### config.mk
export PLATFORM = sky130hd
export DESIGN_NAME = mac_seq_ctrl_flat
export DESIGN_NICKNAME = d
export VERILOG_FILES = /design/src/rtl/mac_seq_ctrl_if.sv /design/src/rtl/mac_seq_ctrl.sv /design/src/flat_wrapper.sv
export SDC_FILE = /design/constraint.sdc
export NUM_CORES = 1
export LEC_CHECK = 0
export CAP_MARGIN = 20
export CORE_MARGIN = 2
export CORE_UTILIZATION = 30
export CTS_BUF_LIST = sky130_fd_sc_hd__clkbuf_2
export CTS_CLUSTER_DIAMETER = 80
export CTS_CLUSTER_SIZE = 16
export DETAILED_ROUTE_END_ITERATION = 8
export DONT_BUFFER_PORTS = 1
export PLACE_DENSITY_LB_ADDON = 0.25
export SLEW_MARGIN = 20
export SYNTH_ARGS = -nofsm -noshare
export SYNTH_HDL_FRONTEND = slang
export SYNTH_SLANG_ARGS = --single-unit
### constraint.sdc
create_clock -name clk -period 2.2 [get_ports clk]
set_clock_uncertainty 0.1 [all_clocks]
set_input_delay 0.44 -clock clk [delete_from_list [all_inputs] [get_ports clk]]
set_output_delay 0.44 -clock clk [all_outputs]
set_load 0.01 [all_outputs]
### src/rtl/mac_seq_ctrl_if.sv
// Handshake and control bundle between a dot-product job issuer and the
// MAC sequencing controller. The master drives the job and operand-feed
// controls; the slave (the controller) drives the accumulator strobes and
// the result status.
interface mac_seq_ctrl_if #(
  parameter int CNT_W = 5
);
  logic             start;
  logic             abort;
  logic [CNT_W-1:0] cfg_len;
  logic             in_valid;
  logic             in_ready;
  logic             acc_clean;
  logic             acc_en;
  logic             acc_vbit;
  logic             res_valid;
  logic             res_ready;
  logic             busy;

  modport master (
    output start, abort, cfg_len, in_valid, res_ready,
    input  in_ready, acc_clean, acc_en, acc_vbit, res_valid, busy
  );

  modport slave (
    input  start, abort, cfg_len, in_valid, res_ready,
    output in_ready, acc_clean, acc_en, acc_vbit, res_valid, busy
  );
endinterface

### src/rtl/mac_seq_ctrl.sv
// MAC sequencing controller: runs one dot-product job of len_q elements.
// It clears the accumulator, accepts operand pairs, delays each accepted
// element by PIPE_LAT cycles to line up with the multiplier output, flags
// the final element, and then holds the result until the consumer takes it.
module mac_seq_ctrl #(
  parameter int CNT_W    = 5,
  parameter int PIPE_LAT = 2
) (
  input logic          clk,
  input logic          rst,
  mac_seq_ctrl_if.slave bus
);

  typedef enum logic [2:0] {
    S_IDLE  = 3'd0,
    S_CLEAR = 3'd1,
    S_ACC   = 3'd2,
    S_DRAIN = 3'd3,
    S_DONE  = 3'd4
  } state_t;

  state_t              r_state;
  logic [CNT_W-1:0]    r_cnt;
  logic [CNT_W-1:0]    r_len;
  logic [3:0]          r_drain;
  logic [PIPE_LAT-1:0] r_en_pipe;
  logic [PIPE_LAT-1:0] r_last_pipe;
  logic                r_in_ready;
  logic                r_acc_clean;
  logic                r_res_valid;
  logic                r_busy;

  logic                w_hs;
  logic                w_last;
  logic [PIPE_LAT-1:0] w_en_shift;
  logic [PIPE_LAT-1:0] w_last_shift;

  // An element is accepted only while in_ready is registered high.
  assign w_hs   = bus.in_valid & r_in_ready;
  // Compare one bit wider so cnt+1 can never wrap against a full-scale len_q.
  assign w_last = (({1'b0, r_cnt} + (CNT_W+1)'(1)) == {1'b0, r_len});

  // Next contents of the enable and last-flag delay lines.
  if (PIPE_LAT == 1) begin : g_pipe_one
    assign w_en_shift   = w_hs;
    assign w_last_shift = w_hs & w_last;
  end else begin : g_pipe_many
    assign w_en_shift   = {r_en_pipe[PIPE_LAT-2:0], w_hs};
    assign w_last_shift = {r_last_pipe[PIPE_LAT-2:0], w_hs & w_last};
  end

  // Job FSM, element counter, delay lines and all registered outputs.
  always_ff @(posedge clk) begin
    if (rst) begin
      r_state     <= S_IDLE;
      r_cnt       <= '0;
      r_len       <= '0;
      r_drain     <= 4'd0;
      r_en_pipe   <= '0;
      r_last_pipe <= '0;
      r_in_ready  <= 1'b0;
      r_acc_clean <= 1'b0;
      r_res_valid <= 1'b0;
      r_busy      <= 1'b0;
    end else if (bus.abort) begin
      // Abort beats start and flushes any element still in flight.
      r_state     <= S_IDLE;
      r_en_pipe   <= '0;
      r_last_pipe <= '0;
      r_in_ready  <= 1'b0;
      r_acc_clean <= 1'b1;
      r_res_valid <= 1'b0;
      r_busy      <= 1'b0;
    end else begin
      r_acc_clean <= 1'b0;
      r_en_pipe   <= w_en_shift;
      r_last_pipe <= w_last_shift;
      case (r_state)
        S_IDLE: begin
          if (bus.start) begin
            r_len       <= bus.cfg_len;
            r_cnt       <= '0;
            r_acc_clean <= 1'b1;
            r_busy      <= 1'b1;
            r_state     <= S_CLEAR;
          end else begin
            r_state <= S_IDLE;
          end
        end
        S_CLEAR: begin
          if (r_len == '0) begin
            r_res_valid <= 1'b1;
            r_state     <= S_DONE;
          end else begin
            r_in_ready <= 1'b1;
            r_state    <= S_ACC;
          end
        end
        S_ACC: begin
          if (w_hs) begin
            r_cnt <= r_cnt + CNT_W'(1);
            if (w_last) begin
              r_in_ready <= 1'b0;
              r_drain    <= 4'd0;
              r_state    <= S_DRAIN;
            end else begin
              r_state <= S_ACC;
            end
          end else begin
            r_state <= S_ACC;
          end
        end
        S_DRAIN: begin
          // The final element's acc_en lands in the last drain cycle.
          if (r_drain == 4'(PIPE_LAT - 1)) begin
            r_res_valid <= 1'b1;
            r_state     <= S_DONE;
          end else begin
            r_drain <= r_drain + 4'd1;
            r_state <= S_DRAIN;
          end
        end
        S_DONE: begin
          if (bus.res_ready) begin
            r_res_valid <= 1'b0;
            r_busy      <= 1'b0;
            r_state     <= S_IDLE;
          end else begin
            r_state <= S_DONE;
          end
        end
        default: begin
          r_in_ready  <= 1'b0;
          r_res_valid <= 1'b0;
          r_busy      <= 1'b0;
          r_state     <= S_IDLE;
        end
      endcase
    end
  end

  assign bus.in_ready  = r_in_ready;
  assign bus.acc_clean = r_acc_clean;
  assign bus.acc_en    = r_en_pipe[PIPE_LAT-1];
  assign bus.acc_vbit  = r_last_pipe[PIPE_LAT-1];
  assign bus.res_valid = r_res_valid;
  assign bus.busy      = r_busy;

endmodule

### src/flat_wrapper.sv
// flat-port wrapper written by rule: the top's interface ports become plain ports
module mac_seq_ctrl_flat 
#(
  parameter int CNT_W    = 5,
  parameter int PIPE_LAT = 2
)
  (clk, rst, bus_start, bus_abort, bus_cfg_len, bus_in_valid, bus_res_ready, bus_in_ready, bus_acc_clean, bus_acc_en, bus_acc_vbit, bus_res_valid, bus_busy);
  mac_seq_ctrl_if #(.CNT_W(CNT_W)) bus_i ();
  input logic clk;
  input logic rst;
  input wire logic [$bits(bus_i.start)-1:0] bus_start;
  input wire logic [$bits(bus_i.abort)-1:0] bus_abort;
  input wire logic [$bits(bus_i.cfg_len)-1:0] bus_cfg_len;
  input wire logic [$bits(bus_i.in_valid)-1:0] bus_in_valid;
  input wire logic [$bits(bus_i.res_ready)-1:0] bus_res_ready;
  output wire logic [$bits(bus_i.in_ready)-1:0] bus_in_ready;
  output wire logic [$bits(bus_i.acc_clean)-1:0] bus_acc_clean;
  output wire logic [$bits(bus_i.acc_en)-1:0] bus_acc_en;
  output wire logic [$bits(bus_i.acc_vbit)-1:0] bus_acc_vbit;
  output wire logic [$bits(bus_i.res_valid)-1:0] bus_res_valid;
  output wire logic [$bits(bus_i.busy)-1:0] bus_busy;
  assign bus_i.start = bus_start;
  assign bus_i.abort = bus_abort;
  assign bus_i.cfg_len = bus_cfg_len;
  assign bus_i.in_valid = bus_in_valid;
  assign bus_i.res_ready = bus_res_ready;
  assign bus_in_ready = bus_i.in_ready;
  assign bus_acc_clean = bus_i.acc_clean;
  assign bus_acc_en = bus_i.acc_en;
  assign bus_acc_vbit = bus_i.acc_vbit;
  assign bus_res_valid = bus_i.res_valid;
  assign bus_busy = bus_i.busy;
  mac_seq_ctrl #(.CNT_W(CNT_W), .PIPE_LAT(PIPE_LAT)) u_core (.clk(clk), .rst(rst), .bus(bus_i));
endmodule
==> flow_metrics.tcl, run 1 <==
set metrics [dict create \
    grt_use_met2 0.186 \
    power.sequential.fraction 0.650 \
    synth_top_area_cell "sky130_fd_sc_hd__dfxtp_1" \
    grt_setup_unrepaired "false" \
    number_of_clock_buffers_inserted_by_tritoncts 3 \
    post-place-ws_ns 0.232 \
    syn-instance-count 151 \
    maxSlewHeadroom 0.698 \
    die_h_microns 69.1 \
    place.gp.congestion 0.897 \
    vdd_drop_max_mv 0.224 \
    cts.reportedPaths.clkPinSlew_ns 0.28 \
    dp.final_hpwl_microns 2060 \
    postCtsSetupBuffers 0 \
    grt.busiest_layer "met2" \
    synth_seq_cells 25 \
    power.switching_fraction 0.273 \
    cts_tree "built" \
    timing.critical_path.max_delay_family "compound AO/OA/AOI/OAI gates" \
    globalRouteMet1Util 0.158 \
    crit_chain "ha_1, nand2b_1, o211a_1, o32a_1, nor2_1, o311ai_1" \
    clockRootBuffer "sky130_fd_sc_hd__clkbuf_2" \
    cp.arrival_ns 2.20 \
    critPathKind "flop to flop" \
    timing_max_transition_violations_final 0 \
    grt_antenna_before_repair 0 \
    syn_area_sq_mm 0.00127 \
    critical_path_buf_inv_count 0 \
    synthesis.area_per_instance_sq_um 8.42 \
    total_leakage_power_nw 0.483 \
    syn_nets 165 \
    remaining_global_route_overflow 0 \
    final.period_utilization 0.928 \
    clk_latency_worst_skew_pair_ns 0.38 \
    share_clk_of_total_power 0.265 \
    floorplan.core_area_sq_mm 0.00403 \
    met3_usage 0.0468 \
    post_cts_resized 0 \
    port_buffers 0 \
    final_core_utilization 0.341 \
    largest_driver_fanout_on_the_critical_path 6 \
    comb_power_share 0.085 \
    timing.fmax_mhz 490 \
    wire_per_inst_microns 14.1 \
    postSynth.topFlopCell "sky130_fd_sc_hd__dfxtp_1" \
    r2r_setup_slack_ns 0.16 \
    synth_enable_flop_cells 0 \
    placedCellCount 198 \
    post-route-drc-count 0 \
    worst_setup_end_kind "flop" \
    post_synthesis_sequential_area_ratio 0.394 \
    htreeDepth 1 \
    fin_setup_tns_ns 0 \
    wl_microns 2870 \
    final_antenna_net_count 0 \
    initial_core_util 0.316 \
    via_count 1128 \
    fin_cells 204 \
    grt_use_total 0.122 \
    min_path_type "primary input to flop" \
    share_of_yosys_cell_area_claimed_by_the_top_area_cell_type 0.394 \
    timing.final.crit_period_ns 2.04 \
    powerDensity_mw_per_mm2 536 \
    hold_viol_final 0 \
    die_span_x_microns 69.1 \
    drive_gt1_frac 0.0649 \
    grt_max_degree 16 \
    grt_first_pass_wirelength_microns 4800 \
    area.growth.synth_to_final_pct 7.97 \
    synthArstFlopShare 0 \
    vias_per_cell 5.53 \
    setup-violations-final 0 \
    die-area_sq_mm 0.00477 \
    drt_iter0_drc 42 \
    cts_sinks 25 \
    synth.area.top_cells "sky130_fd_sc_hd__dfxtp_1, sky130_fd_sc_hd__nor2_1, sky130_fd_sc_hd__a21oi_1" \
    max_slew.worst_pin.slew_ns 0.453 \
    timing.critical_path.slowest_cell_delay_ns 0.48 \
    critical_path.startpoint_type "flop" \
    internal-power_mw 0.535 \
    first_global_vias 1017 \
    num_rows 23 \
    max_cap_violations 0 \
    slowest_stage "sky130_fd_sc_hd__dfxtp_1" \
    design.final.nets 169 \
    antenna_cells 0 \
    drtPass1Iterations 4 \
    synthMostInstantiatedCell "sky130_fd_sc_hd__dfxtp_1" \
    net-switching-power_mw 0.201 \
    worst_case_clock_buffer_depth 2 \
    io_pins 17 \
    netlist_top_cells_count "sky130_fd_sc_hd__dfxtp_1, sky130_fd_sc_hd__nor2_1, sky130_fd_sc_hd__a21oi_1" \
    timing.critical_path.required_ns 2.36 \
    run_status "completed" \
    synth-warning-count 0 \
    worst_slack_ns 0.159 \
    synth_cell_types 38 \
]
## repair_timing
item                                   4_1_cts  5_1_grt
hold buffers                                 1        1
endpoints found under the hold margin       11        1
setup endpoints to repair                    0        0
## worst paths after layout
check	startpoint	end	cells after the start
max	u_core.r_cnt[0]	u_core.r_drain[2]	6
min	rst	u_core.r_drain[1]	1
max reg2reg	u_core.r_cnt[0]	u_core.r_drain[2]	6
min reg2reg	u_core.r_last_pipe[0]	u_core.r_last_pipe[1]	1
## per-layer routing
| metal | part of all wire | up-vias |
|---|---|---|
| li1 | - | 558 |
| met1 | 0.47 | 534 |
| met2 | 0.46 | 34 |
| met3 | 0.068 | 2 |
| met4 | 0.0059 | 0 |
| met5 | 0 | - |
## kinds of logic (layout without fill, tap and decap cells)
logic type               after synthesis  after routing  share of synthesized area
adder cells (fa/ha/maj)                3              3                     0.0295
AND/OR/NAND/NOR                       62             62                      0.258
XOR/XNOR                               4              4                     0.0276
AO/OA/AOI/OAI                         39             39                      0.208
flip-flops                            25             25                      0.394
multiplexers                           5              5                     0.0394
buffers and inverters                 13             16                     0.0443
## flip-flops by register name, indices dropped and copies added, names as in the netlist
register / count
u_core.r_cnt: 5
u_core.r_len: 5
u_core.r_drain: 4
u_core.r_state: 3
u_core.r_en_pipe: 2
u_core.r_last_pipe: 2
u_core.bus.acc_clean: 1
u_core.bus.busy: 1
u_core.bus.in_ready: 1
u_core.bus.res_valid: 1
## power groups by stage
stage | Sequential [mW] | Clock (mW) | Combinational [mW]
final | 0.478 | 0.195 | 0.0623
after global routing | 0.481 | 0.220 | 0.0700
after CTS | 0.479 | 0.204 | 0.0612
after detailed placement | 0.486 | 0 | 0.0562
after global placement | 0.486 | 0 | 0.0559
after floorplan | 0.480 | 0 | 0.0521
## stage by stage
| step | power, mW | hold WS (ns) | instance area (sq um) |
|---|---|---|---|
| final | 0.736 | 0.0536 | 1370 |
| after global routing | 0.771 | 0.0238 | 1370 |
| after detailed placement | 0.543 | 0.310 | 1330 |
| after global placement | 0.542 | 0.312 | 1330 |
| after floorplan | 0.532 | 0.306 | 1270 |
| after CTS | 0.744 | 0.00415 | 1360 |
## placed cells by master (no fill, tap or decap), types with 5 or more instances in the layout
cell,count
sky130_fd_sc_hd__dfxtp_1,25
sky130_fd_sc_hd__nor2_1,17
sky130_fd_sc_hd__a21oi_1,12
sky130_fd_sc_hd__nor3_1,8
sky130_fd_sc_hd__nand2_1,7
sky130_fd_sc_hd__inv_1,6
sky130_fd_sc_hd__nand2b_1,5
sky130_fd_sc_hd__o21ai_0,5
sky130_fd_sc_hd__mux2i_1,5
## area by class of cell
cell class | count | area [sq um]
clock buffer | 3 | 15.0
clock inverter | 1 | 7.51
fill | 431 | 2660
inverter | 6 | 22.5
multi-input combinational | 113 | 714
sequential | 25 | 500
tap | 50 | 62.6
timing repair buffer | 6 | 50.0
(Power assumes the default switching activity.)
==> run 2: changes to the inputs <==
PLACE_DENSITY_LB_ADDON = 0.1   (was 0.25)
==> flow_metrics.tcl, run 2 (synthesis results as in run 1) <==
set metrics [dict create \
    die-area_sq_mm 0.00477 \
    cts.reportedPaths.clkPinSlew_ns 0.27 \
    design.final.nets 170 \
    run_status "completed" \
    vias_per_cell 5.31 \
    fin_setup_tns_ns 0 \
    post-route-drc-count 0 \
    setup-violations-final 0 \
    place.gp.congestion 0.811 \
    first_global_vias 991 \
    clockRootBuffer "sky130_fd_sc_hd__clkbuf_2" \
    drtPass1Iterations 4 \
    initial_core_util 0.316 \
    hold_viol_final 0 \
    timing.critical_path.required_ns 2.38 \
    grt_max_degree 16 \
    wire_per_inst_microns 14.1 \
    timing.fmax_mhz 498 \
    io_pins 17 \
    antenna_cells 0 \
    timing.final.crit_period_ns 2.01 \
    critical_path.startpoint_type "flop" \
    number_of_clock_buffers_inserted_by_tritoncts 3 \
    postCtsSetupBuffers 0 \
    grt_antenna_before_repair 0 \
    post-place-ws_ns 0.214 \
    max_slew.worst_pin.slew_ns 0.449 \
    number_of_fill_cells_in_the_layout 442 \
    grt_use_total 0.122 \
    timing_max_transition_violations_final 0 \
    layout.cells.most_common "sky130_fd_sc_hd__dfxtp_1" \
    vdd_drop_max_mv 0.207 \
    remaining_global_route_overflow 0 \
    worst_setup_end_kind "flop" \
    grt_first_pass_wirelength_microns 4730 \
    drive_gt1_frac 0.0774 \
    maxSlewHeadroom 0.701 \
    num_rows 23 \
    total_leakage_power_nw 0.490 \
    die_span_x_microns 69.1 \
    port_buffers 0 \
    floorplan.core_area_sq_mm 0.00403 \
    htreeDepth 1 \
    area.growth.synth_to_final_pct 8.37 \
    final_antenna_net_count 0 \
    crit_chain "ha_1, nand2b_1, o211a_1, o32a_1, nor2_1, a311oi_1" \
    via_count 1088 \
    wl_microns 2890 \
    dp.final_hpwl_microns 2150 \
    final.period_utilization 0.913 \
    timing.critical_path.max_delay_family "compound AO/OA/AOI/OAI gates" \
    die_h_microns 69.1 \
    critPathKind "flop to flop" \
    clk_latency_worst_skew_pair_ns 0.36 \
    cts_sinks 25 \
    drt_iter0_drc 62 \
    post_cts_resized 0 \
    biggestRegsByFlops "u_core.r_cnt: 5 flops, u_core.r_len: 5 flops, u_core.r_drain: 4 flops" \
    largest_driver_fanout_on_the_critical_path 6 \
    min_path_type "primary input to flop" \
    timing.critical_path.slowest_cell_delay_ns 0.49 \
    grt_setup_unrepaired "false" \
    worst_slack_ns 0.192 \
    worst_case_clock_buffer_depth 2 \
    critical_path_buf_inv_count 0 \
    max_cap_violations 0 \
    slowest_stage "sky130_fd_sc_hd__dfxtp_1" \
    powerDensity_mw_per_mm2 534 \
    layout.cells.most_common_list "sky130_fd_sc_hd__dfxtp_1, sky130_fd_sc_hd__nor2_1, sky130_fd_sc_hd__a21oi_1" \
    cts_tree "built" \
    cp.arrival_ns 2.18 \
]
-- run 2: cell types whose count changed in the layout (fill, tap and decap cells not counted), sizes merged --
cell / change
buf: +2
dlygate4sd3: -1
-- run 2: cell type report --
class | instances | area (sq um) | area share
Tap cell | 50 | 62.6 | 0.0454
Timing Repair Buffer | 7 | 55.1 | 0.0400
Clock buffer | 3 | 15.0 | 0.0109
Sequential cell | 25 | 500 | 0.363
Multi-Input combinational cell | 113 | 714 | 0.519
Clock inverter | 1 | 7.51 | 0.00545
Inverter | 6 | 22.5 | 0.0163
-- run 2: through the flow --
| stage | std cells | cell area (sq um) | hold WS [ns] | total power [mW] | utilization |
|---|---|---|---|---|---|
| 2_1_floorplan | 151 | 1270 | 0.306 | 0.532 | - |
| 3_3_place_gp | 200 | 1350 | 0.314 | 0.545 | 0.334 |
| 3_5_place_dp | 200 | 1350 | 0.312 | 0.545 | 0.334 |
| 4_1_cts | 205 | 1380 | 0.0174 | 0.754 | 0.342 |
| 5_1_grt | 205 | 1380 | 0.00965 | 0.780 | 0.342 |
| 6_report | 205 | 1380 | 0.0479 | 0.735 | 0.342 |
-- run 2: per-layer routing --
metal	track usage	routed length (microns)
met5	0	0
met2	0.182	1250
met4	0.0327	19
met3	0.0205	127
met1	0.180	1500
-- run 2: what timing repair did --
action / 4_1_cts / 5_1_grt
hold buffers: 1 / 0
setup endpoints to repair: 0 / 0
hold endpoints to repair: 11 / 0
-- run 2: worst register-to-register path: stages (launching register included) --
cell and delay (ns):
sky130_fd_sc_hd__dfxtp_1 0.49, sky130_fd_sc_hd__ha_1 0.25, sky130_fd_sc_hd__nand2b_1 0.09, sky130_fd_sc_hd__o211a_1 0.20
sky130_fd_sc_hd__o32a_1 0.36, sky130_fd_sc_hd__nor2_1 0.29, sky130_fd_sc_hd__a311oi_1 0.15
-- run 2: report_power, final --
part | switching, mW | internal (mW) | total, mW | leakage (nW)
combinational | 0.0348 | 0.0283 | 0.0630 | 0.274
clock | 0.153 | 0.0421 | 0.195 | 0.0126
sequential | 0.0131 | 0.464 | 0.477 | 0.203
total | 0.201 | 0.535 | 0.735 | 0.490
-- run 2: path summary, 6_finish.rpt --
kind,from,slack [ns],to,depth (start not counted)
max,u_core.r_cnt[0],0.19,u_core.bus.in_ready,6
min,rst,0.05,u_core.r_drain[1],1
max reg2reg,u_core.r_cnt[0],0.19,u_core.bus.in_ready,6
min reg2reg,u_core.r_last_pipe[0],0.36,u_core.r_last_pipe[1],1
==> run 3: changes to the inputs <==
CAP_MARGIN = not set   (was 20)
==> results of run 3 <==
Same layout as run 2: the final DEF is identical, and so are final timing and power.
